File: src/rtl/mult_booth_if.sv
// Start/operand/result bundle for the radix-2 Booth multiplier.
// The testbench or requester takes the master side, and the multiplier takes the slave side.
interface mult_booth_if;
  logic        ctrl_MULT;
  logic [31:0] data_operandA;
  logic [31:0] data_operandB;
  logic [31:0] data_result;
  logic        data_exception;
  logic        data_resultRDY;
  logic        busy;

  modport master (
    output ctrl_MULT, data_operandA, data_operandB,
    input  data_result, data_exception, data_resultRDY, busy
  );

  modport slave (
    input  ctrl_MULT, data_operandA, data_operandB,
    output data_result, data_exception, data_resultRDY, busy
  );
endinterface

File: src/rtl/mult_booth.sv
// 32x32 signed radix-2 Booth multiplier: one iteration per clock, 32 iterations per product,
// with every add and subtract done by a single shared carry-lookahead adder.
module mult_booth (
  input  logic         clock,
  input  logic         reset_n,
  mult_booth_if.slave  bus
);
  localparam logic [1:0] IDLE = 2'd0;
  localparam logic [1:0] RUN  = 2'd1;
  localparam logic [1:0] DONE = 2'd2;

  logic [1:0]  state_q, state_d;
  logic [31:0] hi_q, hi_d, lo_q, lo_d, m_q, m_d;
  logic        q_q, q_d;
  logic [5:0]  count_q, count_d;
  logic [31:0] result_q, result_d;
  logic        exc_q, exc_d, rdy_q, rdy_d;

  logic        do_add, sub_op, add_ovf, shift_in, start;
  logic [31:0] add_b, add_sum, sum_sel, hi_next, lo_next;

  adder_32 u_adder (
    .a        (hi_q),
    .b        (add_b),
    .c_in     (sub_op),
    .sum      (add_sum),
    .overflow (add_ovf)
  );

  // Booth recoding of {LO[0], Q}: 01 adds M, 10 subtracts M as HI + ~M + 1.
  // The shift-in bit is the sign of the true 33-bit sum, so an M of -2^31 is handled without saturating.
  always_comb begin
    do_add   = lo_q[0] ^ q_q;
    sub_op   = lo_q[0] & ~q_q;
    add_b    = sub_op ? ~m_q : m_q;
    sum_sel  = do_add ? add_sum : hi_q;
    shift_in = do_add ? (add_sum[31] ^ add_ovf) : hi_q[31];
    hi_next  = {shift_in, sum_sel[31:1]};
    lo_next  = {sum_sel[0], lo_q[31:1]};
  end

  assign start = bus.ctrl_MULT;

  // NOTE: every variable gets a default at the top of the block, so no path can infer a latch.
  always_comb begin
    state_d  = state_q;
    hi_d     = hi_q;
    lo_d     = lo_q;
    q_d      = q_q;
    m_d      = m_q;
    count_d  = count_q;
    result_d = result_q;
    exc_d    = exc_q;
    rdy_d    = 1'b0;
    if (start) begin
      // A start in any state reloads the operands, which also aborts an operation in flight.
      state_d = RUN;
      m_d     = bus.data_operandA;
      hi_d    = '0;
      lo_d    = bus.data_operandB;
      q_d     = 1'b0;
      count_d = '0;
    end else begin
      case (state_q)
        RUN: begin
          hi_d    = hi_next;
          lo_d    = lo_next;
          q_d     = lo_q[0];
          count_d = count_q + 6'd1;
          if (count_q == 6'd31) begin
            state_d  = DONE;
            result_d = lo_next;
            exc_d    = (hi_next != {32{lo_next[31]}});
            rdy_d    = 1'b1;
          end
        end
        DONE:    state_d = IDLE;
        default: state_d = IDLE;
      endcase
    end
  end

  // NOTE: sequential state is written only with non-blocking assignments, so every flop samples pre-edge values.
  always_ff @(posedge clock or negedge reset_n) begin
    if (!reset_n) begin
      state_q  <= IDLE;
      hi_q     <= '0;
      lo_q     <= '0;
      q_q      <= 1'b0;
      m_q      <= '0;
      count_q  <= '0;
      result_q <= '0;
      exc_q    <= 1'b0;
      rdy_q    <= 1'b0;
    end else begin
      state_q  <= state_d;
      hi_q     <= hi_d;
      lo_q     <= lo_d;
      q_q      <= q_d;
      m_q      <= m_d;
      count_q  <= count_d;
      result_q <= result_d;
      exc_q    <= exc_d;
      rdy_q    <= rdy_d;
    end
  end

  assign bus.data_result    = result_q;
  assign bus.data_exception = exc_q;
  assign bus.data_resultRDY = rdy_q;
  assign bus.busy           = (state_q == RUN);
endmodule

// 32-bit carry-lookahead adder: 4-bit lookahead groups, with group generate/propagate used to form group carries.
module adder_32 (
  input  logic [31:0] a,
  input  logic [31:0] b,
  input  logic        c_in,
  output logic [31:0] sum,
  output logic        overflow
);
  logic [31:0] g, p;
  logic [32:0] c;
  logic [7:0]  gg, gp;

  assign g = a & b;
  assign p = a ^ b;

  always_comb begin
    c    = '0;
    gg   = '0;
    gp   = '0;
    c[0] = c_in;
    for (int grp = 0; grp < 8; grp++) begin
      gg[grp] = g[4*grp+3] | (p[4*grp+3] & g[4*grp+2])
              | (p[4*grp+3] & p[4*grp+2] & g[4*grp+1])
              | (p[4*grp+3] & p[4*grp+2] & p[4*grp+1] & g[4*grp]);
      gp[grp] = &p[4*grp +: 4];
      c[4*grp+1] = g[4*grp] | (p[4*grp] & c[4*grp]);
      c[4*grp+2] = g[4*grp+1] | (p[4*grp+1] & g[4*grp]) | (p[4*grp+1] & p[4*grp] & c[4*grp]);
      c[4*grp+3] = g[4*grp+2] | (p[4*grp+2] & g[4*grp+1]) | (p[4*grp+2] & p[4*grp+1] & g[4*grp])
                 | (p[4*grp+2] & p[4*grp+1] & p[4*grp] & c[4*grp]);
      c[4*grp+4] = gg[grp] | (gp[grp] & c[4*grp]);
    end
  end

  assign sum      = p ^ c[31:0];
  assign overflow = c[32] ^ c[31];
endmodule

File: src/flat_wrapper.sv
// flat-port wrapper written by rule: the top's interface ports become plain ports
module mult_booth_flat 
  (clock, reset_n, bus_ctrl_MULT, bus_data_operandA, bus_data_operandB, bus_data_result, bus_data_exception, bus_data_resultRDY, bus_busy);
  mult_booth_if bus_i ();
  input  logic clock;
  input  logic reset_n;
  input wire logic [$bits(bus_i.ctrl_MULT)-1:0] bus_ctrl_MULT;
  input wire logic [$bits(bus_i.data_operandA)-1:0] bus_data_operandA;
  input wire logic [$bits(bus_i.data_operandB)-1:0] bus_data_operandB;
  output wire logic [$bits(bus_i.data_result)-1:0] bus_data_result;
  output wire logic [$bits(bus_i.data_exception)-1:0] bus_data_exception;
  output wire logic [$bits(bus_i.data_resultRDY)-1:0] bus_data_resultRDY;
  output wire logic [$bits(bus_i.busy)-1:0] bus_busy;
  assign bus_i.ctrl_MULT = bus_ctrl_MULT;
  assign bus_i.data_operandA = bus_data_operandA;
  assign bus_i.data_operandB = bus_data_operandB;
  assign bus_data_result = bus_i.data_result;
  assign bus_data_exception = bus_i.data_exception;
  assign bus_data_resultRDY = bus_i.data_resultRDY;
  assign bus_busy = bus_i.busy;
  mult_booth u_core (.clock(clock), .reset_n(reset_n), .bus(bus_i));
endmodule
File: config.mk
export PLATFORM = sky130hd
export DESIGN_NAME = mult_booth_flat
export DESIGN_NICKNAME = d
export VERILOG_FILES = /design/src/rtl/mult_booth_if.sv /design/src/rtl/mult_booth.sv /design/src/flat_wrapper.sv
export SDC_FILE = /design/constraint.sdc
export NUM_CORES = 1
export LEC_CHECK = 0
export BUFFER_PORTS_ARGS = -buffer_cell sky130_fd_sc_hd__buf_2
export CAP_MARGIN = 20
export CORE_ASPECT_RATIO = 0.7
export CORE_UTILIZATION = 45
export CTS_CLUSTER_DIAMETER = 80
export DETAILED_ROUTE_END_ITERATION = 10
export PLACE_DENSITY = 0.75
export SKIP_CTS_REPAIR_TIMING = 1
export SYNTH_ARGS = -nofsm -noshare
export SYNTH_HDL_FRONTEND = slang
export SYNTH_HIERARCHICAL = 1
export SYNTH_SLANG_ARGS = --single-unit
File: constraint.sdc
create_clock -name clock -period 10.02 [get_ports clock]
set_clock_uncertainty 0.05 [all_clocks]
set_input_delay 1.503 -clock clock [delete_from_list [all_inputs] [get_ports clock]]
set_output_delay 1.503 -clock clock [all_outputs]
set_load 0.01 [all_outputs]
* Yosys cells after proc, flatten, opt, wreduce, memory -nomap -nowiden
Index checks and enable logic that the tools add are counted.
** Cells by class
- Mux-type cells :: 17
- Bitwise operators :: 210
- Eq/ne operators :: 4
- Add/sub/neg operators :: 1
- Reduce and logical (&&, ||, !) cells :: 10
** Operators with widths (count)
- $mux W32 :: 6
- $and A1 B1 Y1 :: 121
- $or A1 B1 Y1 :: 80
- $xor A32 B32 Y32 :: 2
- $and A32 B32 Y32 :: 1
- $ne A32 B32 Y1 :: 1
- $not A32 Y32 :: 1
- $reduce_and A4 Y1 :: 8
- $mux W6 :: 2
- $add A6 B1 Y6 const B :: 1
- $eq A6 B5 Y1 const B :: 1
- $mux W1 :: 6
- $mux W2 :: 3
- $ne A3 B2 Y1 const B :: 1
- $reduce_and A3 Y1 :: 1
- $xor A1 B1 Y1 :: 3
- $eq A2 B1 Y1 const B :: 1
- $not A1 Y1 :: 2
- $reduce_bool A2 Y1 :: 1
** Word-level totals
- Word-level logic and storage cells :: 251
- Output and inout bits :: 35
- Bits of input ports :: 67
- Bits in registers :: 139

* Logic depth before layout (Yosys ltp)
- Depth after elaboration :: 28
- Gate-level depth with buffers :: 21
- Mapped depth without buffers :: 19

* Cells and area by module
The synthesis kept the hierarchy.
** Modules (own cells, without submodules)
- mult_booth :: area an instance 6542.5 um^2, times used 1, cells an instance 643, sequential area each 3478.3 um^2
- adder_32 :: area an instance 1401.3 um^2, times used 1, cells an instance 165, sequential area each 0.0 um^2

* Worst setup path before layout
No wires, ideal clock.
- Kind :: flip-flop to flip-flop
- From :: register u_core.q_q
- To :: register u_core.exc_q, in the netlist u_core/bus.data_exception
- Clock period less this slack :: 4611 ps
- Data required time :: 9837 ps
- Stages on the path, launching flop included :: 21
- Library setup time :: 133 ps
- Slack :: 5409 ps
- Buffers on the path :: 2
- Arrival :: 4428 ps
- Path through :: dfrtp_1 > inv_1 > ha_1 > clkbuf_1 > buf_1 > xor2_1 > ha_1 > o21ai_0 > o21bai_2 > a21oi_2 > o21bai_1 > a21o_1 > a21o_1 > a21oi_2 > o21bai_1 > fa_1 > or4_1 > nor3_1 > a31oi_1 > a221oi_2 > a31oi_1
** RTL lines
- start, declared :: line mult_booth.sv:14 : logic q_q, q_d;
- start signal, assigned :: line mult_booth.sv:99 : q_q <= q_d;
- $not A1 Y1 (*) :: line mult_booth.sv:34 : sub_op = lo_q[0] & ~q_q;
- $and A1 B1 Y1 (*) :: line mult_booth.sv:34
- via u_core.sub_op :: line mult_booth.sv:19 : logic do_add, sub_op, add_ovf, shift_in, start;
- $mux W32 (*) :: line mult_booth.sv:35 : add_b = sub_op ? ~m_q : m_q;
- via u_core.add_b[1] :: line mult_booth.sv:20 : logic [31:0] add_b, add_sum, sum_sel, hi_next, lo_next;
- $and A32 B32 Y32 / $xor A32 B32 Y32 (equally long branches) :: line mult_booth.sv:126, mult_booth.sv:127
- $and A1 B1 Y1, on equally long branches :: line mult_booth.sv:136, mult_booth.sv:137
- $or A1 B1 Y1 / $and A1 B1 Y1 (equally long branches) :: line mult_booth.sv:136, mult_booth.sv:137
- [2 not listed]
- $and A1 B1 Y1 (*) :: line mult_booth.sv:143 : c[4*grp+4] = gg[grp] | (gp[grp] & c[4*grp]);
- $or A1 B1 Y1 (*) :: line mult_booth.sv:143
- $and A1 B1 Y1 (*) :: line mult_booth.sv:143
- $or A1 B1 Y1 (*) :: line mult_booth.sv:143
- $xor A32 B32 Y32 (*) :: line mult_booth.sv:147 : assign sum = p ^ c[31:0];
- via u_core.add_sum[12] :: line mult_booth.sv:20
- $mux W32 (*) :: line mult_booth.sv:36 : sum_sel = do_add ? add_sum : hi_q;
- $ne A32 B32 Y1 (*) :: line mult_booth.sv:73 : exc_d = (hi_next != {32{lo_next[31]}});
- end signal, assigned :: line mult_booth.sv:93 : exc_q <= 1'b0;
- end signal, assigned :: line mult_booth.sv:103 : exc_q <= exc_d;
- end, declared :: line mult_booth.sv:17 : logic exc_q, exc_d, rdy_q, rdy_d;
Mark *: on every way through the listed nets, which the timed path passes. The rest lies on a longest branch.
A chain may end at the register's enable or synchronous reset.

* Worst setup path in the final report
- From :: register u_core.q_q
- To :: register u_core.exc_q, in the netlist u_core/bus.data_exception
** RTL lines (line)
- $not A1 Y1 (*) :: mult_booth.sv:34
- $and A1 B1 Y1 (*) :: mult_booth.sv:34
- via u_core.sub_op :: mult_booth.sv:19
- $mux W32 (*) :: mult_booth.sv:35
- via u_core.add_b[0] :: mult_booth.sv:20
- $xor A32 B32 Y32 / $and A32 B32 Y32 (equally long branches) :: mult_booth.sv:127, mult_booth.sv:126
- $reduce_and A4 Y1 / $and A1 B1 Y1 (equally long branches) :: mult_booth.sv:138, mult_booth.sv:137
- $and A1 B1 Y1 / $or A1 B1 Y1 (equally long branches) :: mult_booth.sv:143, mult_booth.sv:137
- $or A1 B1 Y1 (*) :: mult_booth.sv:143
- $and A1 B1 Y1 (*) :: mult_booth.sv:143
- $or A1 B1 Y1 (*) :: mult_booth.sv:143
- $and A1 B1 Y1 (*) :: mult_booth.sv:143
- $or A1 B1 Y1 (*) :: mult_booth.sv:143
- $xor A32 B32 Y32 (*) :: mult_booth.sv:147
- via u_core.add_sum[12] :: mult_booth.sv:20
- $mux W32 (*) :: mult_booth.sv:36
- $ne A32 B32 Y1 (*) :: mult_booth.sv:73
Marks and branches as above.

==> results.toml <==
[timing]
hold_viol_final = 0
drv_slew = 0
setup_tns_ns = 0
clock.fmax_mhz = 207
setup_viol = 0
rsz0062_at_grt = "false"
timing.slew.headroom_pct = 36.5
period_needed_ns = 4.83
hold_slack_ns = 0.418
worst_pin_slew_ns = 0.952
period_share_pct = 48.2
fin_ws_ns = 5.19

[yosys]
yosysUniqueCellTypes = 58
synth_edf_count = 0
ys_seq_area_share_pct = 43.8
synth_top_area_share_pct = 43.8
synth_largest_area_cell = "dfrtp_1"
synth_flop_cell = "dfrtp_1"
yosys-top-cells-area = "dfrtp_1 44%, nand2_1 7.1%, mux2i_1 6.8%, ha_1 5.4%, xor2_1 5.3%"
synth_nets = 917
synth_most_common_cell = "nand2_1"
synthCells = 808
ys_async_sr_fraction_pct = 100
yosys_register_bits = 139
ys_warn_count = 6
syn_area_per_cell_um2 = 9.83
synthTopCellsByCount = "150 x nand2_1, 139 x dfrtp_1, 54 x mux2i_1"
syn_area_mm2 = 0.00794

[worst_setup_path]
critPathMaxFanout = 35
path_class = "reg -> reg"
startpoint_type = "flop"
worst-r2r-setup-slack_ns = 5.19
cp-end-kind = "flop"
arrival_ns = 5.07
critPathRequiredTime_ns = 10.26

[drt]
wl_um = 17800
drtIter0Drc = 543
antenna_left = 0
drt-vias-per-instance = 5.50
vias = 6239
routedWlPerCell_um = 15.7
drc_errors = 0
first_pass_iters = 5

[run]
maxCapViolations = 0

[power]
cellLeakagePower_nw = 4.51
intPower_w = 0.00133
p_sw_w = 0.000844
power_frac_seq_pct = 34.4
ir_worst_vdd_uv = 122
p_sw_share_pct = 38.8
p_comb_share_pct = 38.3
cellPowerDensity_mw_per_mm2 = 237
clockPowerShare_pct = 27.3

[floorplan]
initial_utilization_pct = 46.1
core_area_mm2 = 0.0172
fp.dieW_um = 161
dieArea_mm2 = 0.0182
row_count = 40
pin_count = 102
dieHeight_um = 113

[grt]
grt_pass1_wl_um = 30300
grt_start_max_net_pins = 78
grt.overflow.total = 0
antenna_found_initial = 0
track_usage_pct = 20.8
grt_pass1_vias = 6006

[cells_and_area]
stdcell_count = 1135
area_growth_syn_to_layout_pct = 15.4
finish.utilization_pct = 53.2
fin_nets = 1000
nFillCells = 1542
final_layout_size_suffix_gt1_share_pct = 21.3
antennaDiodeCount = 0

[clock_tree]
ctsHtreeMaxLevel = 4
clk_pin_slew_ns = 0.06
numCtsBuffers = 17
cts_tree = "built"
cts_root_buffer = "clkbuf_16"
cts_num_sinks = 139
clockBufferDepth = 2
clock_latency_ns = 0.43

[place]
gp_congestion = 0.840
placement.io_buffers = 101
dp_hpwl_um = 11800
placed_cells = 1103
place_ws_ns = 5.19

[worst_hold_path]
min_path_type = "reg -> reg"

[run_status]
status = "finished, final reports clean"
==> power by group through the flow <==
stage | Clock (W) | Combinational [W] | Sequential [W]
6_report | 0.000592 | 0.000832 | 0.000747
5_1_grt | 0.000634 | 0.000930 | 0.000761
4_1_cts | 0.000610 | 0.000824 | 0.000745
3_5_place_dp | 0 | 0.000817 | 0.000752
3_3_place_gp | 0 | 0.000795 | 0.000750
2_1_floorplan | 0 | 0.000655 | 0.000718
==> final timing paths <==
check,endpoint,depth (start not counted),startpoint
setup / recovery,u_core/bus.data_exception,19,u_core/q_q
hold / removal,u_core/bus.data_result[24],2,u_core/bus.data_result[24]
setup reg to reg,u_core/bus.data_exception,19,u_core/q_q
hold reg to reg,u_core/bus.data_result[24],2,u_core/bus.data_result[24]
max in group asynchronous,u_core/m_q[1],2,reset_n
min in group asynchronous,u_core/lo_q[7],1,reset_n
==> cells by family (layout without fill, tap and decap cells) <==
| group | count (synthesis) | in the layout | synth area share, % |
|---|---|---|---|
| compound gates | 152 | 152 | 12.6 |
| xor+xnor | 59 | 59 | 6.50 |
| buf+inv | 59 | 155 | 3.18 |
| mux | 88 | 88 | 11.7 |
| fa+ha+maj | 42 | 42 | 7.37 |
| flops | 139 | 139 | 43.8 |
| simple gates | 269 | 269 | 14.8 |
==> metrics by stage <==
stage	power, W	instance area, um2
after floorplan	0.00137	7940
after global placement	0.00154	8610
after detailed placement	0.00157	8610
after CTS	0.00218	9170
after global routing	0.00232	9170
final	0.00217	9170
==> registers in the layout, summed over array words and instances (netlist names) <==
signal and flops:
u_core/bus.data_exception 1, u_core/bus.data_result 32, u_core/bus.data_resultRDY 1, u_core/count_q 6, u_core/hi_q 32, u_core/lo_q 32, u_core/m_q 32, u_core/q_q 1
u_core/state_q 2
==> routing by layer <==
layer	share of wire, %	track usage, %	up-vias
met3	5.3	4.77	13
li1	-	-	3020
met4	0.78	5.35	0
met5	0	0	-
met2	44	30.9	164
met1	50	30.7	3042
==> layout by cell type, fill, tap and decap left out, types with 3 or more instances in the layout <==
cell type and n:
nand3_1 11, ha_1 33, mux2i_1 54, a21oi_2 5, a211oi_1 24, nand2b_1 4, o21bai_1 3, inv_1 13
mux2_2 32, o21ai_0 50, nor2_1 49, nand4_1 12, nor4_1 9, a21oi_1 27, fa_1 8, a31oi_1 8
a21o_1 9, dfrtp_1 139, nor2b_1 7, a32oi_1 3, buf_4 8, nand2_1 150, buf_2 99, xor2_1 48
nor3_1 11, clkinv_4 5, or4_1 6, xnor2_1 11, inv_6 6, clkbuf_16 17
==> worst max-delay path: stages (launching register included) <==
cell      delay, ns
dfrtp_1        0.38
inv_1          0.07
ha_2           0.16
buf_4          0.47
xor2_1         0.25
ha_1           0.28
a211oi_2       0.24
o21bai_2       0.12
a21oi_2        0.22
o21bai_1       0.13
a21o_1         0.19
a21o_1         0.20
a21oi_2        0.18
o21bai_1       0.09
fa_1           0.49
or4_1          0.54
nor3_1         0.17
a31oi_1        0.08
a221oi_2       0.27
a31oi_1        0.10
==> layout make-up <==
cell class,count,area [um2],area share (%)
multi-input cells,610,4220,46.0
flip-flops and latches,139,3480,38.0
clock inverters,15,131,1.43
inverters,15,56.3,0.614
clock buffers,17,425,4.64
well taps,231,289,3.15
repair buffers,108,567,6.18
Note: power is estimated with default switching activity, not from simulation.
